## src/rtl/ring_decoder.sv

```systemverilog
// ring_decoder: position decoder and integrity monitor for a one-hot ring.
// Converts each valid one-hot sample to a binary index, flags words that are
// not exactly one-hot, flags legal words that are not the next rotation, and
// counts completed revolutions (saturating).
// Build option: define RING_DEC_RESYNC_EN to relock on the offending sample
// after a rotation mismatch; otherwise a mismatch parks the FSM in FAULT.
module ring_decoder #(
  parameter int WIDTH = 4,
  parameter int IDXW  = $clog2(WIDTH),
  parameter int WRAPW = 8
) (
  input  logic             clk,
  input  logic             rst,
  input  logic [WIDTH-1:0] ring_in,
  input  logic             ring_vld,
  input  logic             clr,
  output logic [IDXW-1:0]  idx_out,
  output logic             idx_vld,
  output logic             onehot_err,
  output logic             seq_err,
  output logic             locked,
  output logic [WRAPW-1:0] wrap_cnt
);

  typedef enum logic [1:0] {SEARCH, LOCKED, FAULT} state_t;

  state_t           state, state_next;
  logic [IDXW-1:0]  prev_idx, prev_next;
  logic [IDXW-1:0]  idx_next, sample_idx, expected_idx;
  logic [WRAPW-1:0] wrap_next;
  logic             ivld_next, oerr_next, serr_next;
  logic             legal;

  function automatic logic [WRAPW-1:0] sat_inc(input logic [WRAPW-1:0] v);
    return (&v) ? v : v + WRAPW'(1);
  endfunction

  function automatic logic [IDXW-1:0] onehot_to_idx(input logic [WIDTH-1:0] v);
    logic [IDXW-1:0] idx;
    idx = '0;
    for (int i = 0; i < WIDTH; i++)
      if (v[i]) idx = IDXW'(i);
    return idx;
  endfunction

  function automatic logic [IDXW-1:0] successor(input logic [IDXW-1:0] p);
    return (p == IDXW'(WIDTH - 1)) ? '0 : p + IDXW'(1);
  endfunction

  assign legal        = ring_vld && ($countones(ring_in) == 1);
  assign sample_idx   = onehot_to_idx(ring_in);
  assign expected_idx = successor(prev_idx);

  // Next-state, next-output and counter logic for one sample per cycle.
  always_comb begin
    state_next = state;
    prev_next  = prev_idx;
    idx_next   = idx_out;
    wrap_next  = wrap_cnt;
    ivld_next  = 1'b0;
    oerr_next  = 1'b0;
    serr_next  = 1'b0;
    if (clr) begin
      state_next = SEARCH;
      idx_next   = '0;
      wrap_next  = '0;
    end else if (ring_vld) begin
      if (!legal) begin
        oerr_next = 1'b1;
        if (state == LOCKED) state_next = SEARCH;
      end else begin
        idx_next  = sample_idx;
        ivld_next = 1'b1;
        prev_next = sample_idx;
        case (state)
          SEARCH: state_next = LOCKED;
          LOCKED: begin
            if (sample_idx == expected_idx) begin
              // Only the last-to-first step closes a revolution.
              if (sample_idx == '0) wrap_next = sat_inc(wrap_cnt);
            end else begin
              serr_next = 1'b1;
`ifdef RING_DEC_RESYNC_EN
              // Pass through SEARCH and relock on this very sample.
              state_next = LOCKED;
`else
              state_next = FAULT;
`endif
            end
          end
          default: state_next = state;
        endcase
      end
    end
  end

  // Control state and registered outputs; reset is asynchronous active-low.
  always_ff @(posedge clk or negedge rst) begin
    if (!rst) begin
      state      <= SEARCH;
      idx_out    <= '0;
      idx_vld    <= 1'b0;
      onehot_err <= 1'b0;
      seq_err    <= 1'b0;
      locked     <= 1'b0;
      wrap_cnt   <= '0;
    end else begin
      state      <= state_next;
      idx_out    <= idx_next;
      idx_vld    <= ivld_next;
      onehot_err <= oerr_next;
      seq_err    <= serr_next;
      locked     <= (state_next == LOCKED);
      wrap_cnt   <= wrap_next;
    end
  end

  // Reference position for the rotation check; only read once locked.
  always_ff @(posedge clk) begin
    prev_idx <= prev_next;
  end

endmodule

```

## config.mk

```make
export PLATFORM = sky130hd
export DESIGN_NAME = ring_decoder
export DESIGN_NICKNAME = d
export VERILOG_FILES = /design/src/rtl/ring_decoder.sv
export SDC_FILE = /design/constraint.sdc
export NUM_CORES = 1
export LEC_CHECK = 0
export BUFFER_PORTS_ARGS = -buffer_cell sky130_fd_sc_hd__buf_2
export CORE_MARGIN = 4
export CORE_UTILIZATION = 52
export CTS_BUF_LIST = sky130_fd_sc_hd__clkbuf_16
export DETAILED_ROUTE_END_ITERATION = 10
export GPL_TIMING_DRIVEN = 0
export PLACE_DENSITY = 0.77
export REMOVE_ABC_BUFFERS = 1
export SETUP_SLACK_MARGIN = 0.15
export SYNTH_ARGS = -nofsm -noshare
export SYNTH_HDL_FRONTEND = slang
export SYNTH_SLANG_ARGS = --single-unit
```

## constraint.sdc

```tcl
create_clock -name clk -period 3 [get_ports clk]
set_input_delay 0 -clock clk [delete_from_list [all_inputs] [get_ports clk]]
set_output_delay 0 -clock clk [all_outputs]
set_load 0.03 [all_outputs]
```

# Word-level counts from Yosys, hierarchy flattened
# Cells that the tools add are included.
word_totals:
  register_bits: 18
  input_bits: 8
  out_inout_bits: 14
  word_cells: 63
op_classes:
  addsub: 5
  eq_ne: 6
  mux: 31
  bitwise_logic: 1
  reduce_logical: 12
ops:
  columns: ["cell", "n"]
  rows:
  - ["2-to-1 mux 8 bit", 7]
  - ["2-to-1 mux 2 bit", 11]
  - ["2-to-1 mux 1 bit", 12]
  - ["nonzero test 2 bit", 5]
  - ["adder 8 x 1 -> 8 bit, second input constant", 1]
  - ["AND reduction 8 bit", 1]
  - ["AND reduction 6 bit", 1]
  - ["adder 1 x 1 -> 2 bit", 2]
  - ["== test 2 x 1 -> 1 bit, second input constant", 2]
  - ["zero test 2 bit", 2]
  - ["one-hot mux 2 bit (2 select lines)", 1]
  - ["adder 2 x 2 -> 3 bit", 1]
  - ["== test 3 x 1 -> 1 bit, second input constant", 1]
  - ["AND reduction 3 bit", 1]
  - ["adder 2 x 1 -> 2 bit, second input constant", 1]
  - ["== test 2 bit", 1]
  - ["== test 2 bit, second input constant", 1]
  - ["inequality test 2 bit, second input constant", 1]
  - ["AND reduction 2 bit", 1]
  - ["logical AND 1 bit", 1]
  - ["NOT 1 bit", 1]

# Logic depth before layout (Yosys ltp)
# Gate-level depths: netlist (run 1).
logic_depth:
  word_depth: 10
  depth_mapped: 11
  ltp_nobuf: 10

# Least setup slack after synthesis (run 1)
# OpenSTA, ideal clock, no wires.
synth_path:
  path_type: "input -> register"
  startpoint: "in ring_in[0]"
  endpoint: "reg wrap_cnt[5]"
  setup_ps: 78
  arrival_ps: 2400
  required_time_ps: 2922
  setup_slack_ps: 522
  path_stages: 11
  n_path_buf: 1
  cell_sequence: "inv_1 -> fa_1 -> inv_1 -> ha_1 -> ha_1 -> nor3b_1 -> and4_1 -> o211ai_2 -> buf_6 -> or3_1 -> a21oi_1"
synth_between:
  elab_chain_len: 6
synth_lines:
  columns: ["item", "line", "rtl"]
  rows:
  - ["start, declared", "14", "input logic [WIDTH-1:0] ring_in,"]
  - ["adder 1 x 1 -> 2 bit (implied by the code)", "50", "assign legal = ring_vld && ($countones(ring_in) == 1);"]
  - ["adder 2 x 2 -> 3 bit (implied by the code)", "50", null]
  - ["== test 3 x 1 -> 1 bit", "50", null]
  - ["logical AND 1 bit", "50", null]
  - ["nonzero test 2 bit (no line)", null, null]
  - ["AND reduction 6 bit (no line)", null, null]
  - ["end signal, assigned", "114", "wrap_cnt <= wrap_next;"]
  - ["end, declared", "22", "output logic [WRAPW-1:0] wrap_cnt"]
# No other way between the ends.
# A chain may end at the register's enable or synchronous reset.

# Worst setup path after layout (run 1)
layout_path:
  startpoint: "in ring_in[3]"
  endpoint: "reg wrap_cnt[7]"
layout_between:
  elab_chain_len: 6
  word_cells_on_any_way: 11
  cone_classes: "add/sub (2); eq/ne (2); mux (1); reduce/logical (6)"
layout_lines:
  columns: ["item", "line"]
  rows:
  - ["adder 1 x 1 -> 2 bit (implied by the code)", "50"]
  - ["adder 2 x 2 -> 3 bit (implied by the code)", "50"]
  - ["== test 3 x 1 -> 1 bit", "50"]
  - ["logical AND 1 bit", "50"]
  - ["nonzero test 2 bit (no line)", null]
  - ["AND reduction 6 bit (no line) (*)", null]
# Every way passes the cells marked *; elsewhere a longest branch is shown, timed or not.

==> results of run 1 <==
[critical path: stages]
cell and delay (ns):
buf_2 0.15, inv_1 0.10, fa_1 0.49, inv_1 0.04, ha_1 0.17, ha_1 0.28, nor3b_2 0.34, and4_1 0.29
o211ai_2 0.23, or4_1 0.45, a21oi_1 0.15
[registers in the layout (all words and copies together), names as in the netlist]
register / count
prev_idx: 2
idx_vld: 1
locked: 1
onehot_err: 1
seq_err: 1
idx_out: 2
state: 2
wrap_cnt: 8
[per-layer routing]
metal	part of all wire (%)	GRT usage (%)	wire (um)	vias up
met4	0.66	5.68	13	0
met3	2.6	3.79	52	2
met5	0	0	0	-
met2	50	30.7	990	9
met1	46	20.9	916	368
li1	-	-	-	386
[power by group through the flow]
stage | registers, W | clock network [W] | logic, W
2_1_floorplan | 0.000275 | 0 | 0.0000386
3_3_place_gp | 0.000263 | 0 | 0.0000750
3_5_place_dp | 0.000263 | 0 | 0.0000784
4_1_cts | 0.000259 | 0.000270 | 0.0000805
5_1_grt | 0.000260 | 0.000280 | 0.0000918
6_report | 0.000259 | 0.000268 | 0.0000812
[cell families (layout without fill, tap and decap cells)]
| family | after synthesis | after routing | synth area share (%) |
|---|---|---|---|
| adders and majority gates | 5 | 5 | 7.14 |
| muxes | 3 | 3 | 3.06 |
| buffers and inverters | 9 | 33 | 4.21 |
| xor gates and xnor gates | 1 | 1 | 0.893 |
| AOI/OAI and AO/OA | 20 | 20 | 15.3 |
| DFF | 18 | 18 | 46.9 |
| and+or+nand+nor | 38 | 38 | 22.4 |
[stage by stage]
stage                     util [%]  instances
final                         67.8        143
after global routing          67.8        143
after CTS                     67.5        143
after detailed placement      62.5        138
after global placement        62.5        138
after floorplan                  -         92
[area by class of cell]
cell class	count	area (um^2)
clock inverter	1	3.75
sequential	18	460
tap	25	31.3
fill	156	568
timing repair buffer	22	115
multi-input combinational	67	484
inverter	7	26.3
clock buffer	3	75.1
[Yosys cell counts]
cell,count
a211oi_1,1
a211oi_4,1
a21boi_4,1
a21oi_1,6
a311oi_1,1
a31oi_1,1
and2_0,1
and2_1,3
and4_1,1
and4b_1,1
buf_6,1
clkbuf_1,1
dfrtp_1,16
edfxtp_1,2
fa_1,1
ha_1,4
inv_1,7
mux2i_1,3
nand2_1,5
nand3_1,3
nand4_1,1
nor2_1,7
nor2b_1,3
nor3_1,1
nor3b_1,2
o2111ai_1,1
o211ai_2,1
o21ai_0,6
o31ai_1,1
or2_2,2
or3_1,6
or4_1,1
or4b_4,1
xor2_1,1
[worst paths after layout]
check	cells after the start	start	slack (ns)	to
worst max-delay path	11	ring_in[3]	0.47	wrap_cnt[7]
worst min-delay path	2	ring_vld	0.03	onehot_err
worst max register to register	6	prev_idx[0]	0.65	wrap_cnt[7]
worst min register to register	2	state[1]	0.52	state[1]
max in group asynchronous	2	rst	2.54	idx_out[0]
min in group asynchronous	2	rst	0.20	idx_vld
[what timing repair did]
action / in CTS / in global routing
setup endpoints to repair: 0 / 4
hold buffers: 1 / 0
endpoints found under the hold margin: 16 / 0
resized for setup: 0 / 1
==> impl_metrics.csv, run 1 <==
group,metric,value,unit
drt,drt_wl_total,1.97,mm
grt,grt_antenna_before_repair,0,
sta,fmax,396,MHz
pwr,ir_worst_vdd,365,uV
cells_and_area,mostFrequentLayoutCell,"buf_2",
placement,port-buffer-count,21,
placement,pre_cts_ws,0.0387,ns
sta,whs,0.0286,ns
cells_and_area,final_nets,132,
sta,finalCritPeriodShare,84.2,%
placement,hpwl,1.38,mm
clocking,ctsRootBufferMaster,"clkbuf_16",
cells_and_area,final_area,0.00120,mm^2
worst_setup_path,worstPathRequired,3.17,ns
synthesis,synth_sequential_area_ratio,46.9,%
grt,track_usage,17.4,%
clocking,cts_tree,"done",
pwr,swShare,24.0,%
clocking,clock_sinks,18,
grt,grt_pass1_wl,3.44,mm
status,outcome,"completed",
grt,grt.overflow.total,0,
drt,wl_per_cell,13.8,um
synthesis,yosys-top-cells-area,"dfrtp_1 41%, edfxtp_1 6.1%, ha_1 5.1%",
sta,setup_violations,0,
floorplanning,initial_utilization,55.6,%
floorplanning,die_area,0.00265,mm^2
pwr,total_power,0.000608,W
sta,tns,0,ns
clocking,htreeDepth,1,
synthesis,synth_warnings,0,
sta,worstMarginPinSlew,0.466,ns
synthesis,synth_top_cell_area_share,40.8,%
sta,min_period,2.53,ns
floorplanning,rows,15,
pwr,power.switching,0.000146,W
floorplanning,coreArea,0.00176,mm^2
drt,num_vias,765,
cells_and_area,diodes,0,
synthesis,netlist_area,981,um^2
cells_and_area,layout-drive-gt1-share,26.3,%
pwr,seqPwrFrac,42.6,%
floorplanning,dieWidth,51.4,um
placement,gp_congestion,0.775,
worst_setup_path,critPathMaxFanout,12,
cells_and_area,syn2layout_area_growth,21.9,%
hold_path,hp-class,"in -> reg",
flow_run,maxCapViolations,0,
pwr,power_frac_comb,13.4,%
grt,grt_pass1_vias,783,
clocking,clk_latency,0.25,ns
synthesis,yosys_register_bits,18,
pwr,power.leakage,0.570,nW
pwr,p_int,0.000462,W
pwr,powerDensity,508,mW/mm^2
sta,finClkSkew,0.00394,ns
placement,place_area,0.00110,mm^2
clocking,clockBufferDepth,2,
worst_setup_path,critPathKind,"in -> reg",
cells_and_area,layout_common_cells,"21 x buf_2, 16 x dfrtp_1, 7 x inv_1, 7 x nor2_1",
synthesis,ys_types,34,
sta,grt_setup_unrepaired,"false",
drt,drc,0,
worst_setup_path,endpoint_kind,"flip-flop",
synthesis,syn-instance-count,94,
sta,hold_viol_final,0,
drt,avgViaCountPerCell,5.35,
floorplanning,die_h,51.4,um
worst_setup_path,crit_path_start_kind,"input pin",
drt,drtIter0Drc,18,
drt,dr.pass1.iters,2,
synthesis,post-synth-top-area-cell,"dfrtp_1",
sta,setup_slack,0.475,ns
drt,ant_nets,0,
synthesis,syn_avg_cell_area,10.4,um^2
clocking,clkTransAtPathRegs,0.05,ns
sta,maxSlewViolCount,0,
sta,relSlewSlack,68.8,%
clocking,postCtsSetupRepairBufs,0,
clocking,cts_made_buffers,3,
worst_setup_path,cp.arrival,2.70,ns
grt,grt_max_degree,17,
floorplanning,io_pins,22,
pwr,clock_power_share,44.1,%
Power figures use the tool's default switching activity.
==> inputs of run 2 (changes only) <==
==> constraint.sdc (replaced) <==
create_clock -name clk -period 2.49 [get_ports clk]
set_input_delay 0 -clock clk [delete_from_list [all_inputs] [get_ports clk]]
set_output_delay 0 -clock clk [all_outputs]
set_load 0.03 [all_outputs]
==> run 2 against run 1 <==
- critical path depth is 4 lower
- sequential cell count did not move
- combinational power is 43% higher
- count of clock-buffer cells in the layout unchanged
- register-to-register slack got worse by 0.50 ns
- non-clock buffer count rose by 4
- critical path type is now reg -> reg
- largest cell class unchanged
- highest routed layer unchanged
==> impl_metrics.csv, run 2 (same netlist as run 1, synthesis figures left out) <==
group,metric,value,unit
status,outcome,"completed",
worst_setup_path,worstPathRequired,2.61,ns
placement,port-buffer-count,21,
cells_and_area,layout-drive-gt1-share,32.5,%
floorplanning,dieWidth,51.4,um
pwr,power.leakage,0.591,nW
sta,grt_setup_unrepaired,"false",
cells_and_area,largest_reg_flops,8,
grt,gr-usage-met2,33.3,%
sta,finalCritPeriodShare,94.0,%
cells_and_area,final_util,72.3,%
floorplanning,initial_utilization,55.6,%
worst_setup_path,critPathMaxFanout,6,
worst_setup_path,cp_slowest_cell,"edfxtp_1",
cells_and_area,layout_common_cells,"21 x buf_2, 16 x dfrtp_1, 7 x nor2_1",
worst_setup_path,cp.arrival,2.46,ns
grt,grt_pass1_vias,810,
pwr,powerDensity,587,mW/mm^2
cells_and_area,syn2layout_area_growth,30.0,%
clocking,htreeDepth,1,
clocking,clk_latency,0.24,ns
placement,pre_cts_ws,-0.471,ns
pwr,total_power,0.000748,W
flow_run,maxCapViolations,0,
sta,relSlewSlack,74.9,%
drt,num_vias,824,
cells_and_area,final_nets,137,
drt,drt_wl_total,2.28,mm
floorplanning,rows,15,
grt,busiest_layer,"met2",
grt,grt_max_degree,17,
worst_setup_path,crit_path_start_kind,"flip-flop",
placement,gp_congestion,0.775,
floorplanning,coreArea,0.00176,mm^2
sta,hold_viol_final,0,
drt,avgViaCountPerCell,5.57,
cells_and_area,diodes,0,
clocking,clock_sinks,18,
grt,grt_antenna_before_repair,0,
floorplanning,die_h,51.4,um
worst_setup_path,crit_path_max_incr_delay,0.43,ns
sta,maxSlewViolCount,0,
drt,dr.pass1.iters,4,
clocking,cts_tree,"done",
hold_path,hp-class,"in -> reg",
grt,track_usage,19.0,%
worst_setup_path,r2r_setup_slack,0.15,ns
floorplanning,io_pins,22,
sta,fmax,427,MHz
clocking,ctsRootBufferMaster,"clkbuf_16",
sta,worstMarginPinSlew,0.377,ns
drt,ant_nets,0,
clocking,clockBufferDepth,2,
grt,grt_pass1_wl,3.67,mm
worst_setup_path,critPathKind,"reg -> reg",
drt,drtIter0Drc,24,
grt,use_met1,23.1,%
sta,setup_violations,0,
pwr,ir_worst_vdd,433,uV
worst_setup_path,path_buf_inv,1,
grt,grt.overflow.total,0,
sta,setup_slack,0.150,ns
cells_and_area,mostFrequentLayoutCell,"buf_2",
worst_setup_path,cp_top_family,"compound AO/OA/AOI/OAI gates",
clocking,clkTransAtPathRegs,0.05,ns
placement,place_area,0.00110,mm^2
cells_and_area,top_register,"wrap_cnt",
drt,drc,0,
grt,grtUsageMet3,3.79,%
sta,min_period,2.34,ns
drt,wl_per_cell,15.4,um
clocking,cts_made_buffers,3,
cells_and_area,final_area,0.00127,mm^2
sta,finClkSkew,0.00108,ns
sta,tns,0,ns
worst_setup_path,endpoint_kind,"flip-flop",
worst_setup_path,cp_cell_sequence,"ha_4 > or3_1 > a211oi_4 > buf_4 > o211ai_2 > o31ai_1 > a21oi_1",
floorplanning,die_area,0.00265,mm^2
placement,hpwl,1.38,mm
## run 2: worst register-to-register path: cells and delay by family, from the launching register on
kind                       cells  cell delay [ns]
AOI/OAI and AO/OA              4             0.96
adders and majority gates      1             0.28
buffers and inverters          1             0.18
DFF                            1             0.43
and+or+nand+nor                1             0.36
## run 2: final timing paths
| path | startpoint | to | depth (start not counted) |
|---|---|---|---|
| worst max-delay path | prev_idx[0] | wrap_cnt[7] | 7 |
| worst min-delay path | ring_vld | onehot_err | 2 |
| worst min register to register | state[1] | state[1] | 2 |
| worst max register to register | prev_idx[0] | wrap_cnt[7] | 7 |
| max in group asynchronous | rst | idx_out[0] | 2 |
| min in group asynchronous | rst | onehot_err | 2 |
## run 2: metal layers
metal  share of wire, %  routed length, um  vias up
met4               0.40                  9        0
met2                 51               1170       17
met5                  0                  0        -
li1                   -                  -      399
met3                3.1                 70        2
met1                 45               1030      406
## run 2: repair_timing
item / CTS / global route
hold endpoints to repair: 16 / 0
setup endpoints to repair: 10 / 5
setup buffers: 1 / 3
hold buffers: 1 / 0
pin swaps: 1 / 4
gates cloned: 0 / 1
resized for setup: 4 / 3
## run 2: final cells by class
| class | count | area, um^2 |
|---|---|---|
| tap | 25 | 31.3 |
| multi-input combinational | 68 | 533 |
| clock inverter | 1 | 3.75 |
| sequential | 18 | 460 |
| clock buffer | 3 | 75.1 |
| timing repair buffer | 26 | 145 |
| fill | 143 | 489 |
| inverter | 7 | 26.3 |
## run 2: report_power, final
| part | switching, W | leakage [nW] | internal, W |
|---|---|---|---|
| Combinational | 0.0000698 | 0.312 | 0.0000464 |
| Clock | 0.000106 | 0.0385 | 0.000213 |
| Sequential | 0.00000482 | 0.241 | 0.000308 |
| Total | 0.000181 | 0.591 | 0.000568 |
## run 2: metrics by stage
step	instances	hold WS, ns
after global placement	138	-0.0668
after detailed placement	138	-0.0572
after floorplan	92	-0.296
after CTS	144	0.0271
final	148	0.0263
after global routing	148	0.0298
